$ cat config.mk
export PLATFORM = sky130hd
export DESIGN_NAME = pc_sequencer
export DESIGN_NICKNAME = d
export VERILOG_FILES = /design/src/rtl/pc_sequencer.sv
export SDC_FILE = /design/constraint.sdc
export NUM_CORES = 1
export LEC_CHECK = 0
export BUFFER_PORTS_ARGS = -buffer_cell sky130_fd_sc_hd__buf_2
export CORE_MARGIN = 5
export CORE_UTILIZATION = 59
export DETAILED_ROUTE_END_ITERATION = 8
export GPL_TIMING_DRIVEN = 0
export PLACE_DENSITY = 0.87
export SETUP_SLACK_MARGIN = 0.4
export SYNTH_ARGS = -nofsm -noshare
export SYNTH_HDL_FRONTEND = slang
export SYNTH_SLANG_ARGS = --single-unit
$ cat constraint.sdc
create_clock -name clk -period 4.7 [get_ports clk]
set_clock_uncertainty 0.2 [all_clocks]
set_input_delay 0.705 -clock clk [delete_from_list [all_inputs] [get_ports clk]]
set_output_delay 0.705 -clock clk [all_outputs]
set_load 0.05 [all_outputs]
$ cat src/rtl/pc_sequencer.sv
// Next-PC controller for the MIPS-32 fetch stage: priority redirect select, hold and one-deep
// redirect buffer. Optional sticky target-alignment error output under `PC_ALIGN_CHECK_EN.
module pc_sequencer #(
   parameter logic [31:0] RESET_VECTOR = 32'h0000_0000,
   parameter logic [31:0] EXC_VECTOR   = 32'h0000_0080,
   parameter int unsigned PC_STEP      = 4
) (
   input  logic        clk,
   input  logic        reset,
   input  logic        stall,
   input  logic        fetch_ready,
   input  logic        exc_req,
   input  logic        jump_req,
   input  logic [31:0] jump_target,
   input  logic        branch_taken,
   input  logic [31:0] branch_target,
   output logic        fetch_req,
   output logic [31:0] current_pc,
   output logic        redirect_taken,
   output logic        pending_valid
`ifdef PC_ALIGN_CHECK_EN
   ,
   output logic        misalign_err
`endif
);

   typedef enum logic [1:0] {StBoot, StRun, StHold} state_e;

   state_e      state_q, state_d;
   logic [31:0] pc_q, pc_d;
   logic [1:0]  pend_pri_q, pend_pri_d;
   logic [31:0] pend_tgt_q, pend_tgt_d;
   logic        redir_q, redir_d;

   logic [1:0]  live_pri;
   logic [31:0] live_raw, live_tgt;
   logic        adv, live_wins, accept;

   // Priority encode: 3 = exception, 2 = jump, 1 = branch, 0 = none.
   always_comb begin
      live_pri = 2'd0;
      live_raw = 32'h0;
      if (exc_req) begin
         live_pri = 2'd3;
         live_raw = EXC_VECTOR;
      end else if (jump_req) begin
         live_pri = 2'd2;
         live_raw = jump_target;
      end else if (branch_taken) begin
         live_pri = 2'd1;
         live_raw = branch_target;
      end
   end

   assign live_tgt  = {live_raw[31:2], 2'b00};
   assign fetch_req = (state_q != StBoot);
   assign adv       = fetch_req & fetch_ready & ~stall;
   assign live_wins = (live_pri > pend_pri_q);

   always_comb begin
      state_d    = state_q;
      pc_d       = pc_q;
      pend_pri_d = pend_pri_q;
      pend_tgt_d = pend_tgt_q;
      redir_d    = 1'b0;
      accept     = 1'b0;
      unique case (state_q)
         StBoot: state_d = StRun;
         StRun: begin
            if (adv) begin
               if (live_pri != 2'd0) begin
                  pc_d    = live_tgt;
                  redir_d = 1'b1;
                  accept  = 1'b1;
               end else begin
                  pc_d = pc_q + 32'(PC_STEP);
               end
            end else if (live_pri != 2'd0) begin
               pend_pri_d = live_pri;
               pend_tgt_d = live_tgt;
               accept     = 1'b1;
               state_d    = StHold;
            end
         end
         StHold: begin
            if (live_wins) begin
               pend_pri_d = live_pri;
               pend_tgt_d = live_tgt;
               accept     = 1'b1;
            end
            // A live higher-priority redirect takes the slot in the same cycle it is released.
            if (adv) begin
               pc_d       = live_wins ? live_tgt : pend_tgt_q;
               redir_d    = 1'b1;
               pend_pri_d = 2'd0;
               pend_tgt_d = 32'h0;
               state_d    = StRun;
            end
         end
         default: state_d = StBoot;
      endcase
   end

   always_ff @(posedge clk or negedge reset) begin
      if (!reset) begin
         state_q    <= StBoot;
         pc_q       <= RESET_VECTOR;
         pend_pri_q <= 2'd0;
         pend_tgt_q <= 32'h0;
         redir_q    <= 1'b0;
      end else begin
         state_q    <= state_d;
         pc_q       <= pc_d;
         pend_pri_q <= pend_pri_d;
         pend_tgt_q <= pend_tgt_d;
         redir_q    <= redir_d;
      end
   end

   assign current_pc     = pc_q;
   assign redirect_taken = redir_q;
   assign pending_valid  = (state_q == StHold);

`ifdef PC_ALIGN_CHECK_EN
   logic mis_q, mis_d;

   assign mis_d = mis_q | (accept & (|live_raw[1:0]));

   always_ff @(posedge clk or negedge reset) begin
      if (!reset) begin
         mis_q <= 1'b0;
      end else begin
         mis_q <= mis_d;
      end
   end

   assign misalign_err = mis_q;
`else
   logic unused_align;
   assign unused_align = ^{live_raw[1:0], accept};
`endif

endmodule

==> results of run 1 <==
state kept, by name, indices dropped and copies added, names as in the netlist:
| register | count |
|---|---|
| redirect_taken | 1 |
| current_pc | 32 |
| pend_pri_q | 2 |
| pend_tgt_q | 32 |
| state_q | 2 |
power by group through the flow:
stage | registers [uW] | logic (uW) | clock network, uW
2_1_floorplan | 1450 | 964 | 0
3_3_place_gp | 1050 | 1880 | 0
3_5_place_dp | 1070 | 1920 | 0
4_1_cts | 1060 | 1930 | 559
5_1_grt | 1100 | 2080 | 584
6_report | 1080 | 1970 | 566
routing by layer:
layer  GRT usage  vias to the layer above  part of all wire
met5           0                        -                 0
met4      0.1320                        0             0.029
met3     0.09992                       54              0.13
met2      0.5391                      388              0.45
met1      0.4668                     2380              0.39
li1            -                     2208                 -
layout make-up:
cell class	count	area, sq um
clock buffers	10	127.6
well taps	99	123.9
multi-input cells	401	2412
flip-flops and latches	69	1727
inverters	13	48.80
repair buffers	100	503.0
plain buffers	46	229.0
fillers	570	1988
clock inverters	6	93.84
synth_stat cells (3+ instances only):
cell      instances  share of area
inv_1            13          0.011
nand3_1          16          0.018
a32o_1            4         0.0091
buf_6             3         0.0076
nor2b_1           3         0.0042
o22a_1            4         0.0079
nand2_1          75          0.064
a31oi_1          14          0.020
o31ai_1           8          0.014
ha_1              6          0.017
o21ai_0          22          0.025
a211oi_1          5         0.0085
buf_1             4         0.0034
clkbuf_1         18          0.015
nor3_1            9          0.010
nand3b_1          5         0.0085
o21ai_1           7         0.0079
mux2i_1           4         0.0091
nand4_1          10          0.014
dfrtp_1          69           0.39
a21oi_1          44          0.050
and2_1            6         0.0085
o22ai_1           7         0.0099
and3_1           11          0.016
buf_4             3         0.0051
a22o_1           31          0.061
nor2_1           43          0.037
a22oi_1          21          0.036
o221ai_1          4         0.0079
a311oi_1          3         0.0060
buf_2            18          0.020
worst max-delay path by stage:
stage | startpoint | to | slack [ps]
after global routing | exc_req | current_pc[26] | 820
after global placement | exc_req | current_pc[26] | 880
after detailed placement | exc_req | current_pc[26] | 710
after floorplan | jump_req | current_pc[26] | 1660
final | exc_req | current_pc[26] | 900
after CTS | exc_req | current_pc[26] | 1070
cell families (layout without fill, tap and decap cells):
logic type      count (synthesis)  count (layout)  share of synthesized area
compound gates                196             196                     0.3065
simple gates                  193             193                     0.2091
flops                          69              69                     0.3909
buf+inv                        59             175                    0.06289
fa+ha+maj                       6               6                    0.01700
mux                             5               5                    0.01161
xor+xnor                        1               1                   0.001983
stage by stage:
step / setup slack [ps] / utilization
3_5_place_dp: 706.8 / 0.6954
4_1_cts: 1074 / 0.7259
3_3_place_gp: 876.1 / 0.6950
2_1_floorplan: 1663 / -
5_1_grt: 818.1 / 0.7259
6_report: 900.7 / 0.7259
placed cells by master, fill, tap and decap left out, types with 3 or more instances in the layout:
master	n
a32o_1	4
a21oi_1	44
nor3_1	9
buf_2	117
ha_1	6
buf_6	3
inv_1	13
nand3b_1	5
buf_1	4
and2_1	6
o31ai_1	8
dfrtp_1	69
nor2b_1	3
nand3_1	16
and3_1	11
clkbuf_1	19
o22ai_1	7
o221ai_1	4
o21ai_0	22
buf_4	4
a31oi_1	14
o21ai_1	7
o22a_1	4
nand4_1	10
a22oi_1	21
mux2i_1	4
clkbuf_8	9
a311oi_1	3
a211oi_1	5
nand2_1	75
nor2_1	43
a22o_1	31
worst reg2reg max path: stages (launching register included):
cell,delay (ps)
dfrtp_1,380
inv_1,70
ha_1,300
nor2b_1,140
o21ai_1,370
buf_2,330
buf_2,310
nand2_1,90
a31oi_1,340
o41ai_1,150
a21oi_1,170
==> run summary, run 1 <==
Finished Cell Area: 5265 sq um
die width: 96.52 microns
All-Layer GR Usage: 0.3492
RSZ-0062 raised after global routing: no
layout cells sized above 1: 0.2264
critical path's slowest cell: buf_1
Worst path most repeated cell: buf_2
number of DRC markers in iteration 0: 750
Pwr Total: 3613 uW
Peak Freq: 0.2632 GHz
Hold WC Path Type: in2async
CP Launch Type: primary input
delay-heaviest family, CP: buffers and inverters
Initial Util: 0.6089
num rows: 31
vias in the first global route: 4,671
YS warnings: 0
number of synthesized flops with an enable pin: 0
total gr overflow: 0
status: completed
reg-to-reg endpoint: current_pc[26]
placed instance count: 728
pwr dens: 686.1 nW/um^2
total negative slack: 0 ps
initial antenna violation count: 0
minimum clock period: 3799 ps
CTS Buf Count: 9
DIE HEIGHT: 96.52 microns
peak per-stage delay on the critical path: 500 ps
Worst-Skew Late Latency: 360 ps
count of unique library cells instantiated by Yosys: 61
Worst EP arrival: 3890 ps
Slew Viols, Final: 0
number of H-tree levels: 3
Detailed Route WL: 15,910 microns
kind of critical path: in2reg
crit end category: flip-flop
die area: 9316 sq um
worst vdd ir: 0.3379 mV
# clock sinks: 69
Wirelength per Cell: 21.39 microns
Comb power frac: 0.545
Worst Tran Pin Value: 884.9 ps
Finished Layout Cells: 744
detailed placement HPWL: 11,310 microns
Placer Congestion: 0.9742
Syn Nets: 606
Clock Power Share: 0.157
WP buf/inv: 6
Clk pin slew, worst setup/hold paths: 90 ps
final hold violations: 0
Required @ worst endpoint: 4790 ps
first-pass GRT wire length: 24,180 microns
FFs w/ async S/R, synth: 1.000
Setup Viol. Count Final: 0
post-route ant nets: 0
synthesized area: 4417 sq um
Synth Register Bits: 69
maximum clock path buffer count: 2
Vias/cell: 6.761
Switching Fraction: 0.5254
max-cap violation count: 0
CTS tree: done
Cell Chain, Critical Path: buf_2 -> buf_2 -> buf_1 -> nor2_1 -> inv_1 -> ha_1 -> nor2b_1 -> o21ai_1 -> buf_2 -> buf_2 -> nand2_1 -> a31oi_1 -> o41ai_1 -> a21oi_1
hold slack: 251.0 ps
Slew headroom: 0.4100
Final #Nets: 717
Net Switching: 1898 uW
Crit Path Max Fanout: 10
CTS resizes: 0
vias: 5,030
Antenna Cells: 0
first drt pass iteration count: 7
Remaining DRCs: 0
Reg2Reg Depth: 10
ys flop type: dfrtp_1
post-place instance area: 5044 sq um
Avg Cell Area, Syn: 8.349 sq um
setup bufs post-CTS: 0
Root Driver: clkbuf_8
period utilization: 0.8084
sequential element share of the synthesized area: 0.3909
Port-buffer cells: 100
Pint: 1715 uW
Seq pwr share: 0.298
leakage power: 0.002382 uW
Synth Instances: 529
cts hold-fix bufs: 0
reg-to-reg slack, setup: 1790 ps
worst r2r src: pend_pri_q[1]
Boundary Pins: 106
largest net degree at the start of global routing: 70
Core Region: 7253 sq um
stages on the worst setup path: 14
P&R area growth vs syn: 19.21%
Note: power is estimated with default switching activity, not from simulation.
==> run 2, diff against run 1 <==
--- a/config.mk
+++ b/config.mk
@@ -7,10 +7,10 @@
 export LEC_CHECK = 0
 export BUFFER_PORTS_ARGS = -buffer_cell sky130_fd_sc_hd__buf_2
 export CORE_MARGIN = 5
-export CORE_UTILIZATION = 59
+export CORE_UTILIZATION = 54
 export DETAILED_ROUTE_END_ITERATION = 8
 export GPL_TIMING_DRIVEN = 0
-export PLACE_DENSITY = 0.87
+export PLACE_DENSITY = 0.8
 export SETUP_SLACK_MARGIN = 0.4
 export SYNTH_ARGS = -nofsm -noshare
 export SYNTH_HDL_FRONTEND = slang
==> constraint.sdc (replaced) <==
create_clock -name clk -period 3.69 [get_ports clk]
set_clock_uncertainty 0.2 [all_clocks]
set_input_delay 0.5535 -clock clk [delete_from_list [all_inputs] [get_ports clk]]
set_output_delay 0.5535 -clock clk [all_outputs]
set_load 0.05 [all_outputs]
==> run 2 against run 1 <==
Against the previous run: non-clock buffer count is the same; combinational power grew 28%; critical path depth is the same; cell count is 0.67% higher; wire length rose by 0.38%; via count fell by 2.4%; first-iteration DRC count is 31% lower; hold slack worse by 120 ps; critical path type unchanged; largest cell class unchanged.
==> run summary, run 2 (synthesis gave the netlist of run 1 again) <==
die width: 100.4 microns
Reg2Reg Depth: 8
Clock Power Share: 0.151
maximum clock path buffer count: 2
stages on the worst setup path: 14
Vias/cell: 6.553
num rows: 33
post-route ant nets: 0
post-layout util: 0.6538
max-cap violation count: 0
Slew headroom: 0.3846
post-place instance area: 5051 sq um
# clock sinks: 69
Worst EP arrival: 3260 ps
Remaining DRCs: 0
period utilization: 0.8618
first drt pass iteration count: 5
number of H-tree levels: 3
kind of critical path: in2reg
Hold WC Path Type: in2async
critical path's slowest cell: a31oi_1
Required @ worst endpoint: 3770 ps
Setup Viol. Count Final: 0
Net Switching: 2375 uW
hold slack: 132.4 ps
number of DRC markers in iteration 0: 519
Clk pin slew, worst setup/hold paths: 80 ps
All-Layer GR Usage: 0.3231
cts hold-fix bufs: 0
Initial Util: 0.5458
reg-to-reg slack, setup: 930 ps
DIE HEIGHT: 100.4 microns
vias in the first global route: 4,682
total gr overflow: 0
initial antenna violation count: 0
CP Launch Type: primary input
met1 usage: 0.4429
Root Driver: clkbuf_8
detailed placement HPWL: 11,670 microns
Worst Tran Pin Value: 923.1 ps
Antenna Cells: 0
CTS tree: done
peak per-stage delay on the critical path: 300 ps
final hold violations: 0
worst vdd ir: 0.4185 mV
P&R area growth vs syn: 19.80%
Cell Chain, Critical Path: buf_6 -> buf_2 -> clkbuf_4 -> nor2_1 -> inv_1 -> ha_1 -> nor2b_1 -> o21ai_2 -> clkbuf_4 -> clkbuf_4 -> nand2_1 -> a31oi_1 -> o41ai_1 -> a21oi_1
Worst-Skew Late Latency: 350 ps
die area: 10,090 sq um
Pint: 2215 uW
met2 Use GR: 0.4980
Comb power frac: 0.552
most frequent cells in the layout: buf_2 (114), nand2_1 (75), dfrtp_1 (69)
routing usage on met3: 0.08617
WP buf/inv: 6
Seq pwr share: 0.297
Finished Cell Area: 5291 sq um
gr busiest metal: met2
Crit Path Max Fanout: 10
RSZ-0062 raised after global routing: yes
layout cells sized above 1: 0.2329
Peak Freq: 0.3144 GHz
Core Region: 8093 sq um
total negative slack: 0 ps
minimum clock period: 3180 ps
commonest non-fill, non-tap cell in the layout: buf_2
pwr dens: 867.5 nW/um^2
crit end category: flip-flop
setup bufs post-CTS: 0
worst setup path endpoint: current_pc[26]
first-pass GRT wire length: 25,050 microns
vias: 4,908
Wirelength per Cell: 21.33 microns
Placer Congestion: 1.007
reg-to-reg endpoint: current_pc[10]
Worst path most repeated cell: clkbuf_4
Port-buffer cells: 100
largest net degree at the start of global routing: 70
Switching Fraction: 0.5175
leakage power: 0.002393 uW
status: completed
Slew Viols, Final: 0
Crit. Startpoint: jump_req
worst r2r src: state_q[0]
Boundary Pins: 106
delay-heaviest family, CP: buffers and inverters
Detailed Route WL: 15,980 microns
Final #Nets: 717
CTS Buf Count: 9
Pwr Total: 4590 uW
run 2: changes by cell type in the layout (fill, tap and decap cells not counted), moves of 2 or more:
cell      delta
inv_6        -2
buf_2        -3
clkbuf_4     +5
clkbuf_1     -2
run 2: cell type report:
type | instances | area, sq um
Buffer | 46 | 245.2
Clock buffer | 11 | 141.4
Clock inverter | 4 | 72.57
Fill cell | 748 | 2801
Inverter | 13 | 48.80
Multi-Input combinational cell | 401 | 2422
Sequential cell | 69 | 1727
Tap cell | 105 | 131.4
Timing Repair Buffer | 100 | 503.0
run 2: worst min-delay path by stage:
stage                endpoint  slack [ps]  cells after the start
6_report       current_pc[21]         130                      1
5_1_grt        current_pc[20]         200                      1
2_1_floorplan   current_pc[0]          60                      0
3_3_place_gp    pend_pri_q[1]         260                      2
4_1_cts        current_pc[21]         160                      1
3_5_place_dp    pend_pri_q[1]         270                      2
run 2: power by group through the flow:
| stage | combinational [uW] | clock (uW) | sequential (uW) |
|---|---|---|---|
| floorplan | 1230 | 0 | 1840 |
| global placement | 2410 | 0 | 1350 |
| detailed placement | 2450 | 0 | 1370 |
| CTS | 2470 | 694 | 1350 |
| finish | 2530 | 692 | 1360 |
| global route | 2680 | 727 | 1400 |
run 2: routing by layer:
layer | vias to the layer above | part of all wire
li1 | 2200 | -
met1 | 2356 | 0.40
met2 | 317 | 0.46
met3 | 35 | 0.12
met4 | 0 | 0.025
met5 | - | 0
run 2: stage by stage:
stage,setup slack (ps),cells
4_1_cts,473.8,749
3_3_place_gp,-39.80,734
3_5_place_dp,-152.4,734
5_1_grt,405.8,749
2_1_floorplan,804.6,529
6_report,509.8,749
run 2: timing repair:
action | CTS | global route
cloned | 0 | 0
setup endpoints to repair | 10 | 11
resized for setup | 3 | 9
endpoints found under the hold margin | 0 | 0
==> run 3, diff against run 2 <==
--- a/config.mk
+++ b/config.mk
@@ -11,6 +11,7 @@
 export DETAILED_ROUTE_END_ITERATION = 8
 export GPL_TIMING_DRIVEN = 0
 export PLACE_DENSITY = 0.8
+export REMOVE_ABC_BUFFERS = 1
 export SETUP_SLACK_MARGIN = 0.4
 export SYNTH_ARGS = -nofsm -noshare
 export SYNTH_HDL_FRONTEND = slang
==> run 3 against run 2 <==
Against the previous run: critical path depth shrank 7; critical path type is now reg2reg; wire length shrank 12%; maximum frequency grew 2.1%; via count shrank 2.7%; largest power group unchanged.
==> run summary, run 3 (synthesis gave the netlist of run 1 again) <==
DIE HEIGHT: 100.4 microns
Vias/cell: 6.650
Hold WC Path Type: in2async
Detailed Route WL: 14,000 microns
status: completed
number of H-tree levels: 3
Remaining DRCs: 0
Slew headroom: 0.3109
Boundary Pins: 106
Setup Viol. Count Final: 0
maximum clock path buffer count: 2
number of DRC markers in iteration 0: 464
cts hold-fix bufs: 0
# clock sinks: 69
Initial Util: 0.5458
total gr overflow: 0
Peak Freq: 0.3211 GHz
most frequent cells in the layout: buf_2 (98), nand2_1 (75), dfrtp_1 (69)
final hold violations: 0
met2 Use GR: 0.4485
crit end category: flip-flop
Pwr Total: 4565 uW
Final #Nets: 685
max-cap violation count: 0
Wirelength per Cell: 19.49 microns
die area: 10,090 sq um
routing usage on met3: 0.06463
met1 usage: 0.3770
Clk pin slew, worst setup/hold paths: 80 ps
Antenna Cells: 0
leakage power: 0.002324 uW
CP Launch Type: flip-flop
gr busiest metal: met2
Port-buffer cells: 101
worst vdd ir: 0.4822 mV
pwr dens: 872.1 nW/um^2
initial antenna violation count: 0
All-Layer GR Usage: 0.2837
placed instance count: 694
Worst Tran Pin Value: 1034 ps
layout cells sized above 1: 0.2349
CTS tree: done
period utilization: 0.8441
CTS Buf Count: 9
largest net degree at the start of global routing: 70
minimum clock period: 3115 ps
die width: 100.4 microns
commonest non-fill, non-tap cell in the layout: buf_2
vias in the first global route: 4,636
Slew Viols, Final: 0
vias: 4,775
num rows: 33
P&R area growth vs syn: 18.53%
first-pass GRT wire length: 22,880 microns
RSZ-0062 raised after global routing: no
Worst-Skew Late Latency: 360 ps
post-route ant nets: 0
Crit Path Max Fanout: 47
Core Region: 8093 sq um
total negative slack: 0 ps
Root Driver: clkbuf_8
Worst EP arrival: 3170 ps
Required @ worst endpoint: 3750 ps
hold slack: 118.9 ps
Placer Congestion: 0.9304
kind of critical path: reg2reg
first drt pass iteration count: 5
DP Worst Slack: -1173 ps
detailed placement HPWL: 8867 microns
final setup margin: 575.2 ps
Finished Layout Cells: 718
run 3: cell count changes in the layout (fill, tap and decap cells not counted), sizes merged:
cell and change:
clkbuf -21, buf -14, clkinvlp +2, bufinv -1
clkinv +1, nand3b +1, o21ai +1
run 3: layer usage:
layer	routed length [microns]	vias to the layer above	share of wire
met5	0	-	0
met4	331	0	0.024
met3	1427	37	0.10
met2	6575	293	0.47
met1	5660	2312	0.40
li1	-	2133	-
run 3: critical path, cell delays in order (launching register included):
cell and delay [ps]:
dfrtp_1 410, inv_1 90, ha_2 870, nor2_1 230, nor2_2 620, buf_8 240
a21oi_1 90, a311oi_1 260
run 3: cell type report:
cell class	count	area [sq um]
Fill cell	704	2858
Multi-Input combinational cell	403	2486
Sequential cell	69	1727
Timing Repair Buffer	112	641.9
Tap cell	105	131.4
Clock buffer	10	137.6
Clock inverter	6	62.56
Inverter	13	48.80
run 3: per-stage QoR:
| step | utilization | cell area (sq um) |
|---|---|---|
| floorplan | - | 4188 |
| global placement | 0.5962 | 4825 |
| detailed placement | 0.6109 | 4943 |
| CTS | 0.6453 | 5223 |
| global route | 0.6469 | 5235 |
| finish | 0.6469 | 5235 |
run 3: timing repair:
action                     CTS  global route
setup endpoints to repair   63            46
gates resized for setup      3             2
pin swaps                    2             0
buffers inserted             5             1
cloned                       2             0
run 3: final timing paths:
path	startpoint	slack, ps	end	depth (start not counted)
max in group asynchronous	reset	2570	pend_tgt_q[5]	1
setup / recovery	state_q[0]	580	current_pc[19]	7
hold reg to reg	pend_tgt_q[1]	300	pend_tgt_q[1]	1
hold / removal	reset	120	pend_tgt_q[20]	1
setup reg to reg	state_q[0]	580	current_pc[19]	7
min in group clk	pend_tgt_q[1]	300	pend_tgt_q[1]	1
run 3: report_power, final:
group	switching [uW]	internal, uW	total, uW	leakage, uW
sequential	318	1070	1390	0.000879
combinational	1750	784	2530	0.00135
clock	315	328	643	0.0000943
total	2380	2180	4570	0.00232
